<file path="src/rtl/velocity_settle_pkg.sv">
// Shared physics types: settle FSM states and the default velocity component type.
package velocity_settle_pkg;

  localparam int unsigned VEL_WIDTH = 32;

  typedef logic signed [VEL_WIDTH-1:0] vel_t;

  typedef enum logic [1:0] {
    MOVING   = 2'd0,
    SETTLING = 2'd1,
    RESTING  = 2'd2
  } settle_state_t;

endpackage

</file>
<file path="src/rtl/velocity_settle_close_to_zero.sv">
// Combinational check that one signed velocity component lies within +/-2^TOL inclusive.
module close_to_zero #(
  parameter int unsigned WIDTH = 32,
  parameter int unsigned TOL   = 10
) (
  input  logic signed [WIDTH-1:0] v,
  output logic                    close_c
);

  localparam logic signed [WIDTH-1:0] LIM_POS = WIDTH'(1) << TOL;
  localparam logic signed [WIDTH-1:0] LIM_NEG = -LIM_POS;

  assign close_c = (v <= LIM_POS) && (v >= LIM_NEG);

endmodule

</file>
<file path="src/rtl/velocity_settle.sv">
// Per-ball settle stage: counts consecutive near-zero frames and snaps velocity to zero at rest.
// Optional friction (v - v>>>FRIC_SHIFT) is compiled in with VELOCITY_SETTLE_FRICTION_EN.
module velocity_settle
  import velocity_settle_pkg::*;
#(
  parameter int unsigned WIDTH         = VEL_WIDTH,
  parameter int unsigned TOL           = 10,
  parameter int unsigned STABLE_FRAMES = 4,
  parameter int unsigned FRIC_SHIFT    = 4
) (
  input  logic                    clk,
  input  logic                    rst,
  input  logic                    in_valid,
  output logic                    in_ready,
  input  logic signed [WIDTH-1:0] in_vx,
  input  logic signed [WIDTH-1:0] in_vy,
  input  logic                    kick,
  output logic                    out_valid,
  input  logic                    out_ready,
  output logic signed [WIDTH-1:0] out_vx,
  output logic signed [WIDTH-1:0] out_vy,
  output logic                    at_rest
);

  localparam int unsigned   CW      = $clog2(STABLE_FRAMES + 1);
  localparam logic [CW-1:0] CNT_MAX = CW'(STABLE_FRAMES);

`ifdef VELOCITY_SETTLE_FRICTION_EN
  localparam bit FRIC_EN = 1'b1;
`else
  localparam bit FRIC_EN = 1'b0;
`endif

  settle_state_t           state_q, state_d;
  logic [CW-1:0]           cnt_q, cnt_d, cnt_inc;
  logic signed [WIDTH-1:0] vx_p, vy_p;
  logic signed [WIDTH-1:0] out_vx_d, out_vy_d;
  logic                    out_valid_d, at_rest_d;
  logic                    close_x, close_y, accept;

  // Friction never overflows: |v'| <= |v| apart from the most-negative input, which stays in range.
  assign vx_p = FRIC_EN ? (in_vx - (in_vx >>> FRIC_SHIFT)) : in_vx;
  assign vy_p = FRIC_EN ? (in_vy - (in_vy >>> FRIC_SHIFT)) : in_vy;

  close_to_zero #(.WIDTH(WIDTH), .TOL(TOL)) u_close_x (.v(vx_p), .close_c(close_x));
  close_to_zero #(.WIDTH(WIDTH), .TOL(TOL)) u_close_y (.v(vy_p), .close_c(close_y));

  assign in_ready = !out_valid || out_ready;
  assign accept   = in_valid && in_ready;
  assign cnt_inc  = CW'(cnt_q + CW'(1));

  // Next-state and next-output logic.
  always_comb begin
    state_d     = state_q;
    cnt_d       = cnt_q;
    out_valid_d = out_valid;
    out_vx_d    = out_vx;
    out_vy_d    = out_vy;
    at_rest_d   = at_rest;

    if (kick) begin
      state_d = MOVING;
      cnt_d   = '0;
    end

    if (accept) begin
      out_valid_d = 1'b1;
      out_vx_d    = vx_p;
      out_vy_d    = vy_p;
      at_rest_d   = 1'b0;
      if (!kick) begin
        if (!(close_x && close_y)) begin
          state_d = MOVING;
          cnt_d   = '0;
        end else if (state_q == RESTING) begin
          out_vx_d  = '0;
          out_vy_d  = '0;
          at_rest_d = 1'b1;
        end else begin
          cnt_d = cnt_inc;
          if (cnt_inc == CNT_MAX) begin
            state_d   = RESTING;
            out_vx_d  = '0;
            out_vy_d  = '0;
            at_rest_d = 1'b1;
          end else begin
            state_d = SETTLING;
          end
        end
      end
    end else if (out_ready) begin
      out_valid_d = 1'b0;
    end
  end

  always_ff @(posedge clk) begin
    if (rst) begin
      state_q   <= MOVING;
      cnt_q     <= '0;
      out_valid <= 1'b0;
      out_vx    <= '0;
      out_vy    <= '0;
      at_rest   <= 1'b0;
    end else begin
      state_q   <= state_d;
      cnt_q     <= cnt_d;
      out_valid <= out_valid_d;
      out_vx    <= out_vx_d;
      out_vy    <= out_vy_d;
      at_rest   <= at_rest_d;
    end
  end

endmodule

</file>
<file path="config.mk">
export PLATFORM = sky130hd
export DESIGN_NAME = velocity_settle
export DESIGN_NICKNAME = d
export VERILOG_FILES = /design/src/rtl/velocity_settle_pkg.sv /design/src/rtl/velocity_settle_close_to_zero.sv /design/src/rtl/velocity_settle.sv
export SDC_FILE = /design/constraint.sdc
export NUM_CORES = 1
export LEC_CHECK = 0
export ABC_AREA = 1
export CORE_MARGIN = 4
export CORE_UTILIZATION = 57
export CTS_CLUSTER_DIAMETER = 100
export DETAILED_ROUTE_END_ITERATION = 8
export DONT_BUFFER_PORTS = 1
export PLACE_DENSITY = 0.75
export SYNTH_ARGS = -nofsm -noshare
export SYNTH_HDL_FRONTEND = slang
export SYNTH_SLANG_ARGS = --single-unit
</file>
<file path="constraint.sdc">
create_clock -name clk -period 1.4 [get_ports clk]
set_input_delay 0.28 -clock clk [delete_from_list [all_inputs] [get_ports clk]]
set_output_delay 0.28 -clock clk [all_outputs]
set_load 0.02 [all_outputs]
</file>
* Yosys cells after proc, flatten, opt, wreduce, memory -nomap -nowiden
Index checks and enable logic that the tools add are counted.
** Storage, ports and cells
- Bits in registers :: 71
- Output and inout bits :: 67
- Logic and storage cells :: 45
** Cells by class
- Add/subtract/negate cells :: 1
- $lt $le $gt $ge :: 4
- Equal/unequal tests :: 2
- Multiplexer cells :: 25
- Reduce and logical (&&, ||, !) cells :: 7
** Operators with widths (number)
- 32-bit two-way mux :: 8
- 32-bit by 11-bit greater-or-equal comparator with 1-bit output (second input constant) :: 2
- 32-bit by 12-bit less-or-equal comparator with 1-bit output (second input constant) :: 2
- 3-bit two-way mux :: 5
- 2-bit two-way mux :: 6
- 1-bit two-way mux :: 6
- 1-bit logical AND :: 4
- 3-bit by 1-bit adder with 3-bit output (second input constant) :: 1
- 3-bit equality test (second input constant) :: 1
- 2-bit equality test (second input constant) :: 1
- 2-bit nonzero test :: 1
- 1-bit logical NOT :: 1
- 1-bit logical OR :: 1

* Logic depth before layout (Yosys ltp)
Gate-level depths: netlist of the first run.
- Word-level depth :: 7
- Gate-level depth with buffers :: 12
- Mapped depth without buffers :: 11

* Modules after synthesis
Synthesis of the first run repeated with hierarchy kept, for this count alone.
** Second synthesis, totals
- Cells, all modules :: 569
- Area, all modules :: 3547.2 um^2
** Modules (own cells, without submodules)
- velocity_settle :: times used 1, cells an instance 461, area an instance 3116.7 um^2, seq. area each 1421.4 um^2
- close_to_zero :: times used 2, cells an instance 54, area an instance 215.2 um^2, seq. area each 0.0 um^2

* Worst setup path before layout of the first run
No wires, ideal clock.
- Path type :: register to register
- From :: register out_valid
- To :: register out_vx[10]
- Library setup time :: 0.070 ns
- Arrival :: 1.549 ns
- Setup slack :: -0.219 ns
- Stages on the path, launching flop included :: 7
- Period minus slack after synthesis :: 1.619 ns
- Cells stage by stage :: dfxtp_1 -> nand2_1 -> nand2_1 -> buf_2 -> clkbuf_1 -> nand2_1 -> a21oi_2
** Between the ends
- Cells in the longest elaborated chain, start to end :: 3
** RTL lines
- from (decl) :: RTL line velocity_settle.sv:18 : output logic out_valid,
- from (signal assigned) :: RTL line velocity_settle.sv:107 : out_valid <= out_valid_d;
- 1-bit logical NOT :: RTL line velocity_settle.sv:48 : assign in_ready = !out_valid || out_ready;
- 1-bit logical OR :: RTL line velocity_settle.sv:48
- net in_ready :: RTL line velocity_settle.sv:14 : output logic in_ready,
- 1-bit logical AND :: RTL line velocity_settle.sv:49 : assign accept = in_valid && in_ready;
- to (signal assigned) :: RTL line velocity_settle.sv:108 : out_vx <= out_vx_d;
- to (decl) :: RTL line velocity_settle.sv:20 : output logic signed [WIDTH-1:0] out_vx,
The timed path passes the listed nets, and every way through them passes these cells.
A chain may end at the register's enable or synchronous reset.

* Worst setup path after layout of the first run
- From :: register cnt_q[0]
- To :: register out_vx[17]
** Between the ends
- Cells in the longest elaborated chain, start to end :: 6
** RTL lines
- from (decl) :: RTL line velocity_settle.sv:35 : logic [CW-1:0] cnt_q, cnt_d, cnt_inc;
- from (signal assigned) :: RTL line velocity_settle.sv:106 : cnt_q <= cnt_d;
- 3-bit by 1-bit adder with 3-bit output :: RTL line velocity_settle.sv:50 : assign cnt_inc = CW'(cnt_q + CW'(1));
- 3-bit equality test :: RTL line velocity_settle.sv:81 : if (cnt_inc == CNT_MAX) begin
- 32-bit two-way mux :: RTL line velocity_settle.sv:81
- 32-bit two-way mux :: RTL line velocity_settle.sv:75 : end else if (state_q == RESTING) begin
- 32-bit two-way mux :: RTL line velocity_settle.sv:72 : if (!(close_x && close_y)) begin
- 32-bit two-way mux :: RTL line velocity_settle.sv:71 : if (!kick) begin
Every way passes these cells.

==> results of run 1 <==
## critical path: stages, from the launching register on
cell	delay [ns]
sky130_fd_sc_hd__dfxtp_2	0.32
sky130_fd_sc_hd__ha_2	0.18
sky130_fd_sc_hd__xnor2_1	0.11
sky130_fd_sc_hd__nand2_1	0.09
sky130_fd_sc_hd__o21ai_2	0.08
sky130_fd_sc_hd__nor2_2	0.15
sky130_fd_sc_hd__nand3_4	0.14
sky130_fd_sc_hd__buf_12	0.19
sky130_fd_sc_hd__nand2_1	0.07
sky130_fd_sc_hd__a21oi_1	0.05
## per-layer routing
| metal | wire length (um) | part of all wire |
|---|---|---|
| met5 | 0 | 0 |
| met4 | 131 | 0.015 |
| met3 | 920 | 0.11 |
| met2 | 4150 | 0.48 |
| met1 | 3420 | 0.40 |
## registers in the layout (all words and copies together), names as in the netlist
register and count:
state_q 2, out_vy 32, out_valid 1, at_rest 1, out_vx 32, cnt_q 3
## synthesized netlist by cell type, drive strengths merged
cell type and count:
a21oi 69, and3 1, buf 8, clkbuf 18
dfxtp 71, dlygate4sd1 1, dlymetal6s2s 1, ha 2
inv 72, nand2 183, nand3 10, nand4 8
nor2 116, nor3b 1, o21ai 4, xnor2 2
## report_power, final
group	total, mW	leakage, nW	internal (mW)	switching (mW)
clock network	1.70	0.109	0.965	0.730
registers	2.34	0.584	2.13	0.210
logic	0.468	1.17	0.203	0.266
total	4.51	1.87	3.30	1.21
## kinds of logic after synthesis
kind of cell | after synthesis | synth area share
compound gates | 73 | 0.111
xor+xnor | 2 | 0.00482
fa+ha+maj | 2 | 0.00688
buf+inv | 100 | 0.125
flops | 71 | 0.391
simple gates | 319 | 0.361
## cell type report
class | count | share of cell area
well taps | 75 | 0.0230
multi-input cells | 396 | 0.445
clock inverters | 3 | 0.00983
flip-flops and latches | 71 | 0.349
repair buffers | 25 | 0.0645
inverters | 72 | 0.0664
clock buffers | 13 | 0.0415
## metrics by stage
step	instances	hold slack, ns	utilization
after floorplan	567	0.453	-
after CTS	654	-0.00743	0.667
after global placement	637	0.351	0.629
after detailed placement	637	0.352	0.629
final	655	0.0111	0.672
after global routing	655	-0.0112	0.672
## what timing repair did
| action | CTS | global route |
|---|---|---|
| setup buffers | 1 | 1 |
| endpoints found under the setup margin | 64 | 66 |
| gates resized for setup | 4 | 7 |
| pin swaps | 1 | 2 |
| endpoints found under the hold margin | 19 | 16 |
| gates cloned | 0 | 0 |
## worst max-delay path by stage
| stage | end | cells after the start | startpoint | slack [ns] |
|---|---|---|---|---|
| after floorplan | out_vx[10]$_SDFFE_PP0P_ | 9 | cnt_q[0]$_SDFF_PP0_ | -0.08 |
| after global placement | out_vy[29]$_SDFFE_PP0P_ | 11 | in_vy[22] | -0.14 |
| after detailed placement | out_vy[29]$_SDFFE_PP0P_ | 11 | in_vy[22] | -0.23 |
| after CTS | out_vx[27]$_SDFFE_PP0P_ | 9 | cnt_q[0]$_SDFF_PP0_ | -0.09 |
| after global routing | out_vx[22]$_SDFFE_PP0P_ | 8 | cnt_q[0]$_SDFF_PP0_ | -0.18 |
| final | out_vx[17]$_SDFFE_PP0P_ | 9 | cnt_q[0]$_SDFF_PP0_ | -0.11 |
## placed cells by master (no fill, tap or decap), types with 2 or more instances in the layout
cell                       Yosys  routed
sky130_fd_sc_hd__nand3_1       9       9
sky130_fd_sc_hd__xnor2_1       2       2
sky130_fd_sc_hd__a21oi_2      10      19
sky130_fd_sc_hd__nor2_1      114     113
sky130_fd_sc_hd__inv_1        72      72
sky130_fd_sc_hd__dfxtp_1      71      70
sky130_fd_sc_hd__nand4_1       8       8
sky130_fd_sc_hd__clkinv_2      0       2
sky130_fd_sc_hd__buf_4         0      19
sky130_fd_sc_hd__o21ai_0       4       2
sky130_fd_sc_hd__nor2_4        2       2
sky130_fd_sc_hd__nand2_1     163     160
sky130_fd_sc_hd__buf_12        0       6
sky130_fd_sc_hd__clkbuf_8      2      12
sky130_fd_sc_hd__a21oi_1      59      50
sky130_fd_sc_hd__nand2_2      20      22
==> run summary, run 1 <==
The final layout contains 646 nets. The run gives 0 as the diode insertion count for antenna repair. The number of optimization iterations in the first detailed-route pass was 4. The routed layout has 3309 vias.

The global-route wire length before repair is 14100 um, and the total non-filler cell area in the finished layout is 4070 um^2. From synthesis to final layout, the design area changed by 12.0%. The final wirelength was 8610 um. The final reports fail on setup timing. The worst register-to-register path begins at cnt_q[0]$_SDFF_PP0_. The number of port buffers is 0.

For hold timing, the worst endpoint is out_vx[20]$_SDFFE_PP0P_. The post-synthesis sequential area ratio is 0.391. For the slack of the critical path, the log shows -0.106 ns. Before CTS, the worst setup slack after placement is -0.232 ns. The later pin in the worst-skew pair is clocked with a latency of 0.33 ns.

Power comes to 4.51 mW. The number of cells produced by synthesis came out at 567. After floorplanning, the core was divided into 28 placement rows. Across the whole layout, storage elements account for 1420 um^2. The run gives 0 as the count of unresolved DRC violations after routing. Clock tree synthesis selected as its root buffer the cell sky130_fd_sc_hd__clkbuf_8.

Number of H-tree levels: 3. The top fanout value on the critical path is 24. Setup repair after global routing could not meet its margin everywhere.

The synthesized net count was 638; the number of antenna violations at the first check in global routing was 0. After detailed placement, the total cell area comes to 3810 um^2. In the final routed layout, each cell accounts on average for 13.1 um. After global routing the overflow that remains totals 0. The die boundary width works out to 87.9 um. The number of sinks handled by clock tree synthesis came out at 71. In the post-synthesis netlist, the biggest area contributors are sky130_fd_sc_hd__dfxtp_1 39%, sky130_fd_sc_hd__nand2_1 17%, sky130_fd_sc_hd__nor2_1 12%.

The met2 capacity usage during global routing came out at 0.381. Entering global routing, the biggest net connects 71 pins. Dividing total power by cell area gives a power density of 1110 nW/um^2. The count of distinct cell types in the synthesized netlist was 23.

Biggest area consumer among synthesized cells: sky130_fd_sc_hd__dfxtp_1. Across the VDD grid, the largest voltage drop is 0.804 mV. Total negative setup slack: -5.50 ns.

The post-layout minimum cycle time is 1.51 ns. The congestion estimate from routability-driven global placement came to 0.787. The filler cells instantiated in the layout total 569.

The run gives 0 as the final count of pins violating max slew. The mapped netlist covers 3640 um^2. In the routed layout, each cell is associated on average with a via count of 5.05. The worst hold path begins at rst. The via count of the first global-routing pass was 3227.

For the final count of hold timing violations, the log shows 0. The global routing's busiest layer is met2. TritonCTS built the clock tree.

For the worst setup path, the data required time is 1.62 ns. Global-route track usage on met3: 0.0800. The critical path is of the reg2reg type. The global-route total usage across every layer was 0.224. The worst-case headroom to the max-slew limit was 0.790. Data on the critical path arrives at its endpoint at 1.72 ns. The hold-critical path depth is 1.

The first routing iteration left 111 violations. Met1 routing resource usage after global routing: 0.258. The kind of end point of the critical path was a register. The starting density of the core was 0.600; the total area of multi-input combinational cells was 1810 um^2.

After synthesis the netlist holds a flip-flop and latch count of 71. Count of nets left with antenna violations after detail routing: 0. The path class of the tightest hold or removal check is in2reg. The floorplan step set the die height to 87.9 um. At the pin with the least slew margin, the transition time is 0.314 ns. The share of cells above drive strength 1 is 0.153.

The mean post-synth cell area came out at 6.41 um^2. The final critical-path share of the clock period is 1.08, and the max-cap violation count is 0. For the final database, setup skew stands at 0.00986 ns. Counting along the longest clock path gives a buffer depth of 2. 136 I/O pins were placed. The static power due to leakage is 1.87 nW. The floorplan step defined a die boundary enclosing 7720 um^2. For the worst flop-to-flop path, the logic depth is 9. The worst flop-to-flop path endpoint is out_vx[17]$_SDFFE_PP0P_. Timing would allow up to 0.664 GHz. The reg-to-reg setup timing slack was -0.11 ns; the placed wire-length estimate after detailed placement was 6220 um. TritonCTS created 9 clock buffers. The share of the synthesized area in the top cell type was 0.391.

Critical path launch point type: a register. Clock-pin slew was measured on the worst setup and hold paths at 0.07 ns. Setup violations remaining at the end of the flow were counted as 65. The Yosys step of the flow raised 0 warnings. The flow ran to the end, but the final reports show violations. The area of the core came out at 6060 um^2.
Power figures use the tool's default switching activity.
==> run 2: changes to the inputs <==
Settings changed: GPL_ROUTABILITY_DRIVEN set to 0.
==> results of run 2 <==
The final DEF is identical to that of run 1; final timing and power are the same.
